### config.mk
export PLATFORM = sky130hd
export DESIGN_NAME = seg7_scan_controller
export DESIGN_NICKNAME = d
export VERILOG_FILES = /design/src/rtl/seg7_pkg.sv /design/src/rtl/seg7_decode.sv /design/src/rtl/seg7_scan_controller.sv
export SDC_FILE = /design/constraint.sdc
export NUM_CORES = 1
export LEC_CHECK = 0
export ABC_AREA = 1
export ABC_CLOCK_PERIOD_IN_PS = 2500
export BUFFER_PORTS_ARGS = -buffer_cell sky130_fd_sc_hd__clkbuf_2
export CORE_MARGIN = 1
export CORE_UTILIZATION = 45
export CTS_BUF_LIST = sky130_fd_sc_hd__clkbuf_16
export DETAILED_ROUTE_END_ITERATION = 8
export MAX_ROUTING_LAYER = met4
export PLACE_DENSITY = 0.76
export SYNTH_ARGS = -nofsm -noshare
export SYNTH_HDL_FRONTEND = slang
export SYNTH_HIERARCHICAL = 1
export SYNTH_SLANG_ARGS = --single-unit
### constraint.sdc
create_clock -name clk -period 2.5 [get_ports clk]
set_input_delay 0.125 -clock clk [delete_from_list [all_inputs] [get_ports clk]]
set_output_delay 0.125 -clock clk [all_outputs]
set_load 0.02 [all_outputs]
### src/rtl/seg7_pkg.sv
// seg7_pkg: shared definitions for the 7-segment scan controller.
//   - 7-bit glyph constants, ordered {a,b,c,d,e,f,g} (bit 6 = segment a),
//     active-high (a set bit lights the segment).
//   - Scan FSM state encoding.
package seg7_pkg;

    localparam logic [6:0] SEG_0    = 7'b1111110;
    localparam logic [6:0] SEG_1    = 7'b0110000;
    localparam logic [6:0] SEG_2    = 7'b1101101;
    localparam logic [6:0] SEG_3    = 7'b1111001;
    localparam logic [6:0] SEG_4    = 7'b0110011;
    localparam logic [6:0] SEG_5    = 7'b1011011;
    localparam logic [6:0] SEG_6    = 7'b1011111;
    localparam logic [6:0] SEG_7    = 7'b1110000;
    localparam logic [6:0] SEG_8    = 7'b1111111;
    localparam logic [6:0] SEG_9    = 7'b1111011;
    localparam logic [6:0] SEG_DASH = 7'b0000001;
    localparam logic [6:0] SEG_OFF  = 7'b0000000;

    typedef enum logic {
        ST_BLANK = 1'b0,
        ST_ON    = 1'b1
    } scan_state_e;

endpackage

### src/rtl/seg7_decode.sv
// seg7_decode: combinational BCD nibble to 7-segment glyph.
//   nibble_i  in  4   BCD digit; values 10..15 are shown as a dash
//   seg_o     out 7   {a,b,c,d,e,f,g}, active-high
module seg7_decode
    import seg7_pkg::*;
(
    input  logic [3:0] nibble_i,
    output logic [6:0] seg_o
);

    always_comb begin
        seg_o = SEG_DASH;
        case (nibble_i)
            4'd0:    seg_o = SEG_0;
            4'd1:    seg_o = SEG_1;
            4'd2:    seg_o = SEG_2;
            4'd3:    seg_o = SEG_3;
            4'd4:    seg_o = SEG_4;
            4'd5:    seg_o = SEG_5;
            4'd6:    seg_o = SEG_6;
            4'd7:    seg_o = SEG_7;
            4'd8:    seg_o = SEG_8;
            4'd9:    seg_o = SEG_9;
            default: seg_o = SEG_DASH;
        endcase
    end

endmodule

### src/rtl/seg7_scan_controller.sv
// seg7_scan_controller: time-multiplexes NUM_DIGITS BCD digits onto one
// shared 7-segment bus with one-hot digit enables.
//   clk          in   1             rising-edge clock
//   reset_n      in   1             asynchronous assert, active-low
//   load         in   1             capture data_in/blank_mask into shadow
//   data_in      in   4*NUM_DIGITS  BCD nibbles, [3:0] = digit 0 (rightmost)
//   blank_mask   in   NUM_DIGITS    1 = force that digit dark
//   lz_blank     in   1             leading-zero blanking enable (live)
//   pending      out  1             shadow not yet committed to display
//   frame_start  out  1             pulse as digit 0's ON slot begins
//   seg_out      out  7             {a..g}, inverted when SEG_ACTIVE_LOW
//   digit_en     out  NUM_DIGITS    one-hot, inverted when DIG_ACTIVE_LOW
// New data is committed from shadow to display only at a frame boundary so
// a frame is never torn. Outputs are computed from next-state values and
// registered, so they line up exactly with the FSM state.
module seg7_scan_controller
    import seg7_pkg::*;
#(
    parameter int NUM_DIGITS     = 4,
    parameter int TICK_DIV       = 1000,
    parameter int BLANK_CYCLES   = 16,
    parameter bit SEG_ACTIVE_LOW = 1'b0,
    parameter bit DIG_ACTIVE_LOW = 1'b0
) (
    input  logic                    clk,
    input  logic                    reset_n,
    input  logic                    load,
    input  logic [4*NUM_DIGITS-1:0] data_in,
    input  logic [NUM_DIGITS-1:0]   blank_mask,
    input  logic                    lz_blank,
    output logic                    pending,
    output logic                    frame_start,
    output logic [6:0]              seg_out,
    output logic [NUM_DIGITS-1:0]   digit_en
);

    localparam int CNT_MAX_A = (TICK_DIV > BLANK_CYCLES) ? TICK_DIV : BLANK_CYCLES;
    localparam int CNT_MAX   = (CNT_MAX_A > 2) ? CNT_MAX_A : 2;
    localparam int CNT_W     = $clog2(CNT_MAX);
    localparam int IDX_W     = $clog2(NUM_DIGITS);

    localparam logic [CNT_W-1:0] TICK_LAST  = CNT_W'(TICK_DIV - 1);
    localparam logic [CNT_W-1:0] BLANK_LAST = CNT_W'((BLANK_CYCLES > 0) ? BLANK_CYCLES - 1 : 0);
    localparam logic [IDX_W-1:0] IDX_LAST   = IDX_W'(NUM_DIGITS - 1);

    scan_state_e               state_q, state_d;
    logic [CNT_W-1:0]          cnt_q, cnt_d;
    logic [IDX_W-1:0]          idx_q, idx_d;
    logic [4*NUM_DIGITS-1:0]   shadow_data_q, shadow_data_d;
    logic [NUM_DIGITS-1:0]     shadow_mask_q, shadow_mask_d;
    logic [4*NUM_DIGITS-1:0]   disp_data_q, disp_data_d;
    logic [NUM_DIGITS-1:0]     disp_mask_q, disp_mask_d;
    logic                      pending_q, pending_d;
    logic                      frame_q, frame_d;
    logic [6:0]                seg_q, seg_d;
    logic [NUM_DIGITS-1:0]     dig_q, dig_d;

    logic                      slot_start;
    logic                      commit;
    logic [3:0]                nib [NUM_DIGITS];
    logic [NUM_DIGITS-1:0]     dig_onehot;
    logic [NUM_DIGITS-1:0]     lz_vec;
    logic                      lz_run;
    logic [3:0]                cur_nib;
    logic [6:0]                cur_glyph;
    logic                      dark;

    // Scan FSM: slot_start marks the first cycle of any ON slot.
    always_comb begin
        state_d    = state_q;
        cnt_d      = cnt_q + 1'b1;
        idx_d      = idx_q;
        slot_start = 1'b0;
        case (state_q)
            ST_BLANK: begin
                if (BLANK_CYCLES == 0 || cnt_q == BLANK_LAST) begin
                    state_d    = ST_ON;
                    cnt_d      = '0;
                    slot_start = 1'b1;
                end
            end
            ST_ON: begin
                if (cnt_q == TICK_LAST) begin
                    cnt_d = '0;
                    idx_d = (idx_q == IDX_LAST) ? '0 : idx_q + 1'b1;
                    if (BLANK_CYCLES > 0) begin
                        state_d = ST_BLANK;
                    end else begin
                        slot_start = 1'b1;
                    end
                end
            end
            default: begin
                state_d = ST_BLANK;
                cnt_d   = '0;
            end
        endcase
    end

    // Shadow/display pair. On a commit the old shadow moves to display while
    // a simultaneous load refills the shadow, leaving pending set.
    always_comb begin
        frame_d       = slot_start && (idx_d == '0);
        commit        = frame_d && pending_q;
        shadow_data_d = shadow_data_q;
        shadow_mask_d = shadow_mask_q;
        disp_data_d   = disp_data_q;
        disp_mask_d   = disp_mask_q;
        pending_d     = pending_q;
        if (commit) begin
            disp_data_d = shadow_data_q;
            disp_mask_d = shadow_mask_q;
            pending_d   = 1'b0;
        end
        if (load) begin
            shadow_data_d = data_in;
            shadow_mask_d = blank_mask;
            pending_d     = 1'b1;
        end
    end

    generate
        for (genvar gi = 0; gi < NUM_DIGITS; gi++) begin : g_digit
            assign nib[gi]        = disp_data_d[gi*4 +: 4];
            assign dig_onehot[gi] = (idx_d == IDX_W'(gi));
        end
    endgenerate

    // lz_vec[i] = 1 when digit i and every digit above it are zero.
    always_comb begin
        lz_run = 1'b1;
        lz_vec = '0;
        for (int i = NUM_DIGITS - 1; i >= 0; i--) begin
            lz_run    = lz_run & (disp_data_d[i*4 +: 4] == 4'd0);
            lz_vec[i] = lz_run;
        end
    end

    assign cur_nib = nib[idx_d];

    seg7_decode u_decode (
        .nibble_i (cur_nib),
        .seg_o    (cur_glyph)
    );

    // Digit 0 is never leading-zero blanked so a zero value still shows "0".
    always_comb begin
        dark  = disp_mask_d[idx_d] | (lz_blank & lz_vec[idx_d] & (idx_d != '0));
        seg_d = SEG_OFF;
        dig_d = '0;
        if (state_d == ST_ON) begin
            dig_d = dig_onehot;
            if (!dark) begin
                seg_d = cur_glyph;
            end
        end
    end

    always_ff @(posedge clk or negedge reset_n) begin
        if (!reset_n) begin
            state_q       <= ST_BLANK;
            cnt_q         <= '0;
            idx_q         <= '0;
            shadow_data_q <= '0;
            shadow_mask_q <= '0;
            disp_data_q   <= '0;
            disp_mask_q   <= '0;
            pending_q     <= 1'b0;
            frame_q       <= 1'b0;
            seg_q         <= SEG_OFF;
            dig_q         <= '0;
        end else begin
            state_q       <= state_d;
            cnt_q         <= cnt_d;
            idx_q         <= idx_d;
            shadow_data_q <= shadow_data_d;
            shadow_mask_q <= shadow_mask_d;
            disp_data_q   <= disp_data_d;
            disp_mask_q   <= disp_mask_d;
            pending_q     <= pending_d;
            frame_q       <= frame_d;
            seg_q         <= seg_d;
            dig_q         <= dig_d;
        end
    end

    assign pending     = pending_q;
    assign frame_start = frame_q;
    assign seg_out     = SEG_ACTIVE_LOW ? ~seg_q : seg_q;
    assign digit_en    = DIG_ACTIVE_LOW ? ~dig_q : dig_q;

endmodule

Yosys cells after proc, flatten, opt, wreduce, memory -nomap -nowiden:

Memory sizes are Yosys's and may differ from the RTL's.
Cells that the tools add are included.

* multipliers: 0
* bitwise gates (word level): 8
* add/sub/neg operators: 2
* equality and inequality tests: 6
* order comparisons: 2
* shift-type cells: 0
* div/mod/pow operators: 0
* reductions and logical operators: 9
* multiplexer cells: 24

Operators with widths (number)
* $mux 10: 2
* $pmux 10 s2: 1
* $logic_not 4->1: 4
* $mux 16: 1
* $mux 4: 4
* $mux 7: 2
* $add 10x1->10 const B: 1
* $eq 10x10->1 const B: 1
* $eq 10x4->1 const B: 1
* $bmux 4 s2: 1
* $eq 2x2->1 const B: 3
* $mux 1: 6
* $mux 2: 3
* $and 1x1->1: 5
* $bmux 1 s2: 2
* $pmux 1 s2: 2
* $reduce_bool 2->1: 2
* $ge 3x3->1 const B: 1
* $lt 2x3->1 const B: 1
* $not 2->3: 1
* $add 2x1->2 const B: 1
* $eq 2x1->1 const B: 1
* $logic_and 1x1->1: 2
* $logic_not 2->1: 1
* 2 further kinds: 2

* memory bits (read-only): 112
* register bits: 66
* latch bits: 0
* memories kept: 1
* bits in writable memories: 0
* logic and storage cells: 63

Memories
* (no name shown): depth 16, width 7, rd ports 1, clocked after memory_dff 0, write ports 0, RTL line seg7_decode.sv:13 `case (nibble_i)`

Longest topological paths before layout:

* depth in word-level cells: 19
* mapped depth: 23

By module:

The synthesis kept the hierarchy.

By module, submodules not included
* seg7_scan_controller: area each 3014.1 sq um, cells an instance 324, instances 1
* seg7_decode: area each 192.7 sq um, cells an instance 36, instances 1

Least setup slack after synthesis:

OpenSTA, ideal clock, no wires.

* path type: reg-to-reg
* start point: register cnt_q[0]
* end point: register seg_q[3] (netlist: seg_out[3])
* stages on the path, launching flop included: 19
* setup time: 117 ps
* arrival time: 2573 ps
* data required time: 2383 ps
* path buffers: 1
* path slack: -190 ps
* cells stage by stage: dfrtp_1 ha_1 nand2_2 nor2_2 nand3_1 nor3_4 nand4_4 buf_2 o21ai_1 nand2_1 o2111ai_1 inv_1 ha_1 nand2_1 nand2_1 nand2_1 nand2_1 nand2_1 nor2_2

RTL lines
* from (decl): RTL line seg7_scan_controller.sv:47 `logic [CNT_W-1:0] cnt_q, cnt_d;`
* from (signal assigned): RTL line seg7_scan_controller.sv:174 `cnt_q <= cnt_d;`
* $eq 10x10->1: RTL line seg7_scan_controller.sv:83 `if (cnt_q == TICK_LAST) begin`
* $mux 2: RTL line seg7_scan_controller.sv:83
* $mux 2: RTL line seg7_scan_controller.sv:74 `case (state_q)`
* $logic_not 2->1: RTL line seg7_scan_controller.sv:103 `frame_d = slot_start && (idx_d == '0);`
* $logic_and 1x1->1 (*): RTL line seg7_scan_controller.sv:103
* $logic_and 1x1->1 (*): RTL line seg7_scan_controller.sv:104 `commit = frame_d && pending_q;`
* $mux 16 (*): RTL line seg7_scan_controller.sv:110 `if (commit) begin`
* net disp_data_d[1]: RTL line seg7_scan_controller.sv:51 `logic [4*NUM_DIGITS-1:0] disp_data_q, disp_data_d;`
* $bmux 4 s2 (*): RTL line seg7_scan_controller.sv:139 `assign cur_nib = nib[idx_d];`
* $mux 4 (implied by the code) (*) (2 in a row): RTL line seg7_scan_controller.sv:139
* net cur_nib[1]: RTL line seg7_scan_controller.sv:64 `logic [3:0] cur_nib;`
* $mem_v2 16x7 (*)
* net cur_glyph[3]: RTL line seg7_scan_controller.sv:65 `logic [6:0] cur_glyph;`
* $mux 7 (*): RTL line seg7_scan_controller.sv:153 `if (!dark) begin`
* $mux 7 (*): RTL line seg7_scan_controller.sv:151 `if (state_d == ST_ON) begin`
* net seg_d[3]: RTL line seg7_scan_controller.sv:55 `logic [6:0] seg_q, seg_d;`
* to (signal assigned): RTL line seg7_scan_controller.sv:182 `seg_q <= seg_d;`
* to (decl): RTL line seg7_scan_controller.sv:55

The timed path passes the listed nets; every way through them passes the cells marked *. The select of a mux whose other input is x is not followed.
A chain may end at the register's enable or synchronous reset.

Final worst setup path:

* start point: register cnt_q[0]
* end point: register seg_q[6] (netlist: seg_out[6])

RTL lines
* $eq 10x10->1 (*): RTL line seg7_scan_controller.sv:83
* $mux 2 (*): RTL line seg7_scan_controller.sv:83
* $mux 2 (*): RTL line seg7_scan_controller.sv:74
* net idx_d[0]: RTL line seg7_scan_controller.sv:48 `logic [IDX_W-1:0] idx_q, idx_d;`
* $logic_not 2->1: RTL line seg7_scan_controller.sv:103
* $logic_and 1x1->1: RTL line seg7_scan_controller.sv:103
* $logic_and 1x1->1: RTL line seg7_scan_controller.sv:104
* $mux 16: RTL line seg7_scan_controller.sv:110
* $bmux 4 s2 (*): RTL line seg7_scan_controller.sv:139
* $mux 4 (implied by the code) (*) (2 in a row): RTL line seg7_scan_controller.sv:139
* net cur_nib[1]: RTL line seg7_scan_controller.sv:64
* $mem_v2 16x7 (*)
* net cur_glyph[6]: RTL line seg7_scan_controller.sv:65
* $mux 7 (*): RTL line seg7_scan_controller.sv:153
* $mux 7 (*): RTL line seg7_scan_controller.sv:151
* net seg_d[6]: RTL line seg7_scan_controller.sv:55

Marked as above.

==> key figures <==
CTS
  • Htree depth: 3
  • CTS tree: done
  • CTS Buf Count: 9
  • Worst-path clk slew: ~0.060 ns
  • TritonCTS Sinks: 66
  • Clk buf depth: 2
  • Clock root cell: clkbuf_16
  • Clock Latency Late Sink: 0.33 ns

Floorplan
  • Core area: around 0.0068 mm^2
  • Num rows: 30
  • Die area: between 0.007 and 0.008 mm^2
  • Die Wd: about 86 um
  • DIE HEIGHT: ~86 um
  • Initial core utilization: a little under half
  • I/O pins: 37

Global route
  • Largest net degree at the start of global routing: 67
  • M2 GR Usage: between 30% and 40%
  • Overflow after GRT: 0
  • Met3 Use GR: approximately 7.4%
  • GR Util All Layers: between 20% and 30%
  • First-pass GRT wire length: around 14000 um
  • Vias in the first global route: around 3k
  • Most Crowded Layer GR: met2
  • M1 GR Usage: between 20% and 30%
  • Number of antenna violations at the first check in global routing: 0

Setup path
  • CP arrival: slightly above 3 ns
  • Setup Crit Path Kind: reg -> reg
  • Top fanout value on the critical path: 6
  • Critical Path End Type: flop
  • Flop-to-flop setup slack: -0.26 ns
  • CP Launch Type: flop
  • Worst path required time: between 2 and 3 ns

Yosys
  • #FFs+latches synth: 66
  • Sequential area share after synthesis: between 50% and 60%
  • Synth Flop Type: dfrtp_1
  • Post-Synth Adder-Cell Area: approximately 3.1%
  • Post-synth top area share: 51.5%
  • Asr flop ratio synth: 100%
  • Post-synthesis instance total: between 300 and 400
  • EDFF count, synth: 0
  • Main combinational cell family by area after synthesis: simple AND/OR/NAND/NOR gates
  • Most common cell in the netlist: nand2_1
  • Leading area contributor after synthesis: dfrtp_1
  • Post-synth net total: 392
  • Ranking of synthesized cells by area: dfrtp_1, nand2_1, inv_1, ha_1, nor2_1
  • Warnings from Yosys: 6
  • Syn_area_per_cell: about 9 um^2
  • Mux cell area share after synthesis: between 2 and 2.5%
  • XOR/XNOR Fraction of Synth Area: less than 1%
  • Synth cell count leaders: nand2_1, dfrtp_1, inv_1
  • Compound-Gate Fraction of Synth Area: 7.65%
  • Post-synthesis simple-gate area fraction: 27.4%
  • Cell variety after synth: 33
  • Cell Area, Synth: around 0.0032 mm^2

Place
  • Port bufs: 36
  • DP Cell Count: about 540
  • RePlAce Congestion: between 0.8 and 0.9
  • Final HPWL DP: roughly 4900 um

Drt
  • DRC violations left: 0
  • DRT antenna net count: 0
  • Vias/cell: 5.03
  • Drt pass-1 iters: 4
  • Number of DRC markers in iteration 0: 193
  • WL/cell: 15.0 um
  • Drt total wl: 8630 um
  • Vias: around 2.9k

STA
  • Final worst slack: -0.261 ns
  • Slew HR: ~45%
  • Max Transition Viols Final: 0
  • Setup violators final: 7
  • Layout Skew: about 0.006 ns
  • Final hold slack: -0.0149 ns
  • Worst-Margin Slew: between 0.8 and 0.9 ns
  • Minimum clock period: between 2 and 3 ns
  • Final Cycle Share: 110%
  • Max Clk Rate: roughly 0.36 GHz
  • Unrepaired setup endpoints after global routing: true
  • Final hold viol count: 41

Finish
  • Fin cells: around 570
  • Post-layout nets: around 510
  • Ant. Diodes: 0
  • Area Growth Syn to Fin: 48.9%
  • Layout cells sized above 1: between 40 and 50%
  • Final Util: between 60% and 70%

Run
  • Max-Cap Viols: 0

Run status
  • Failing checks: hold timing, setup timing
  • Status: finished, violations left

Min path
  • Hold crit path type: in -> async

Power and ir drop
  • Cell Pwr Density: roughly 650 mW/mm^2
  • Peak VDD IR: around 0.00046 V
  • Leak: 2.34 nW
-- metal layers --
metal  part of all wire [%]  vias to the layer above
li1                       -                     1376
met2                     51                       87
met4                    4.1                        0
met1                     41                     1389
met5                      0                        -
met3                    3.6                       38
-- path summary, 6_finish.rpt --
check	from	endpoint	depth (start not counted)
min in group clk	data_in[8]	shadow_data_q[8]	3
min reg2reg	disp_mask_q[3]	disp_mask_q[3]	2
min	reset_n	disp_data_q[7]	2
max	cnt_q[0]	seg_out[6]	22
max in group asynchronous	reset_n	seg_out[5]	2
max reg2reg	cnt_q[0]	seg_out[6]	22
-- cells by family after synthesis --
| kind of cell | after synthesis |
|---|---|
| and+or+nand+nor | 179 |
| DFF | 66 |
| buffers and inverters | 58 |
| AOI/OAI and AO/OA | 40 |
| adders and majority gates | 8 |
| muxes | 7 |
| xor gates and xnor gates | 2 |
-- cell type report --
type                    instances  area (um^2)
flip-flops and latches         66         1650
inverters                      49          189
fillers                       488         2060
clock buffers                   9          225
clock inverters                 7          141
repair buffers                110          791
multi-input cells             237         1660
well taps                      96          120
-- worst max-delay path, stage by stage (launching register included) --
cell       delay (ns)
dfrtp_1          0.41
ha_4             0.18
nand2_4          0.10
nor2_4           0.04
nand2_2          0.08
nor2_4           0.04
buf_6            0.13
nand3_4          0.06
nand2_4          0.06
nor2_4           0.18
nand3_4          0.19
nand2_4          0.13
o21ai_4          0.07
o2111ai_4        0.26
inv_4            0.09
ha_4             0.17
inv_1            0.09
nand2_1          0.09
nand2_1          0.07
nand2_1          0.05
nand2_1          0.05
nand2_1          0.06
nor2_2           0.11
-- stage by stage --
| stage | worst slack [ns] | total power, mW | cell area, um^2 | TNS [ns] | hold WS (ns) |
|---|---|---|---|---|---|
| after floorplan | -0.0397 | 1.37 | 3280 | -0.0536 | -0.171 |
| after CTS | -0.159 | 3.08 | 4560 | -0.884 | 0.000483 |
| after global routing | -0.482 | 3.24 | 4780 | -2.84 | 0.00168 |
| after global placement | -0.175 | 1.48 | 3920 | -0.985 | 0.332 |
| after detailed placement | -0.226 | 1.49 | 3920 | -1.43 | 0.338 |
| final | -0.261 | 3.12 | 4780 | -1.36 | -0.0149 |
-- cells in the final DEF (no fill, tap or decap), types with 2 or more instances in the layout --
cell type / instances
a21oi_1: 4
buf_4: 61
buf_6: 6
bufinv_16: 4
clkbuf_16: 9
clkbuf_2: 36
dfrtp_1: 66
dlygate4sd3_1: 5
ha_1: 2
ha_2: 2
ha_4: 4
inv_1: 40
inv_2: 7
inv_4: 2
mux2_2: 7
nand2_1: 73
nand2_2: 28
nand2_4: 9
nand3_1: 6
nand3_2: 5
nand3_4: 2
nand4_1: 9
nand4_4: 3
nor2_1: 21
nor2_2: 9
nor2_4: 5
nor3_1: 6
nor4_1: 2
o2111ai_4: 2
o211ai_1: 2
o21ai_0: 14
o21ai_1: 2
o21ai_2: 7
o21ai_4: 6
xor2_1: 2
-- power breakdown --
part / internal [mW] / total, mW / switching (mW) / leakage (nW)
combinational: 0.169 / 0.397 / 0.228 / 1.36
sequential: 1.14 / 1.18 / 0.0316 / 0.809
clock: 1.07 / 1.55 / 0.477 / 0.176
total: 2.39 / 3.12 / 0.737 / 2.34
-- sequential cells by signal, indices dropped and copies added, names as in the netlist --
register       flops
shadow_data_q     16
disp_data_q       16
seg_out            7
pending            1
idx_q              2
cnt_q             10
digit_en           4
frame_start        1
disp_mask_q        4
state_q            1
shadow_mask_q      4
-- what timing repair did --
action,CTS,global route
gates resized for setup,33,40
setup endpoints to repair,7,7
hold endpoints to repair,5,0
hold buffers,5,0
buffers inserted,11,5
cloned,1,0
pin swaps,28,22
Power figures use the tool's default switching activity.
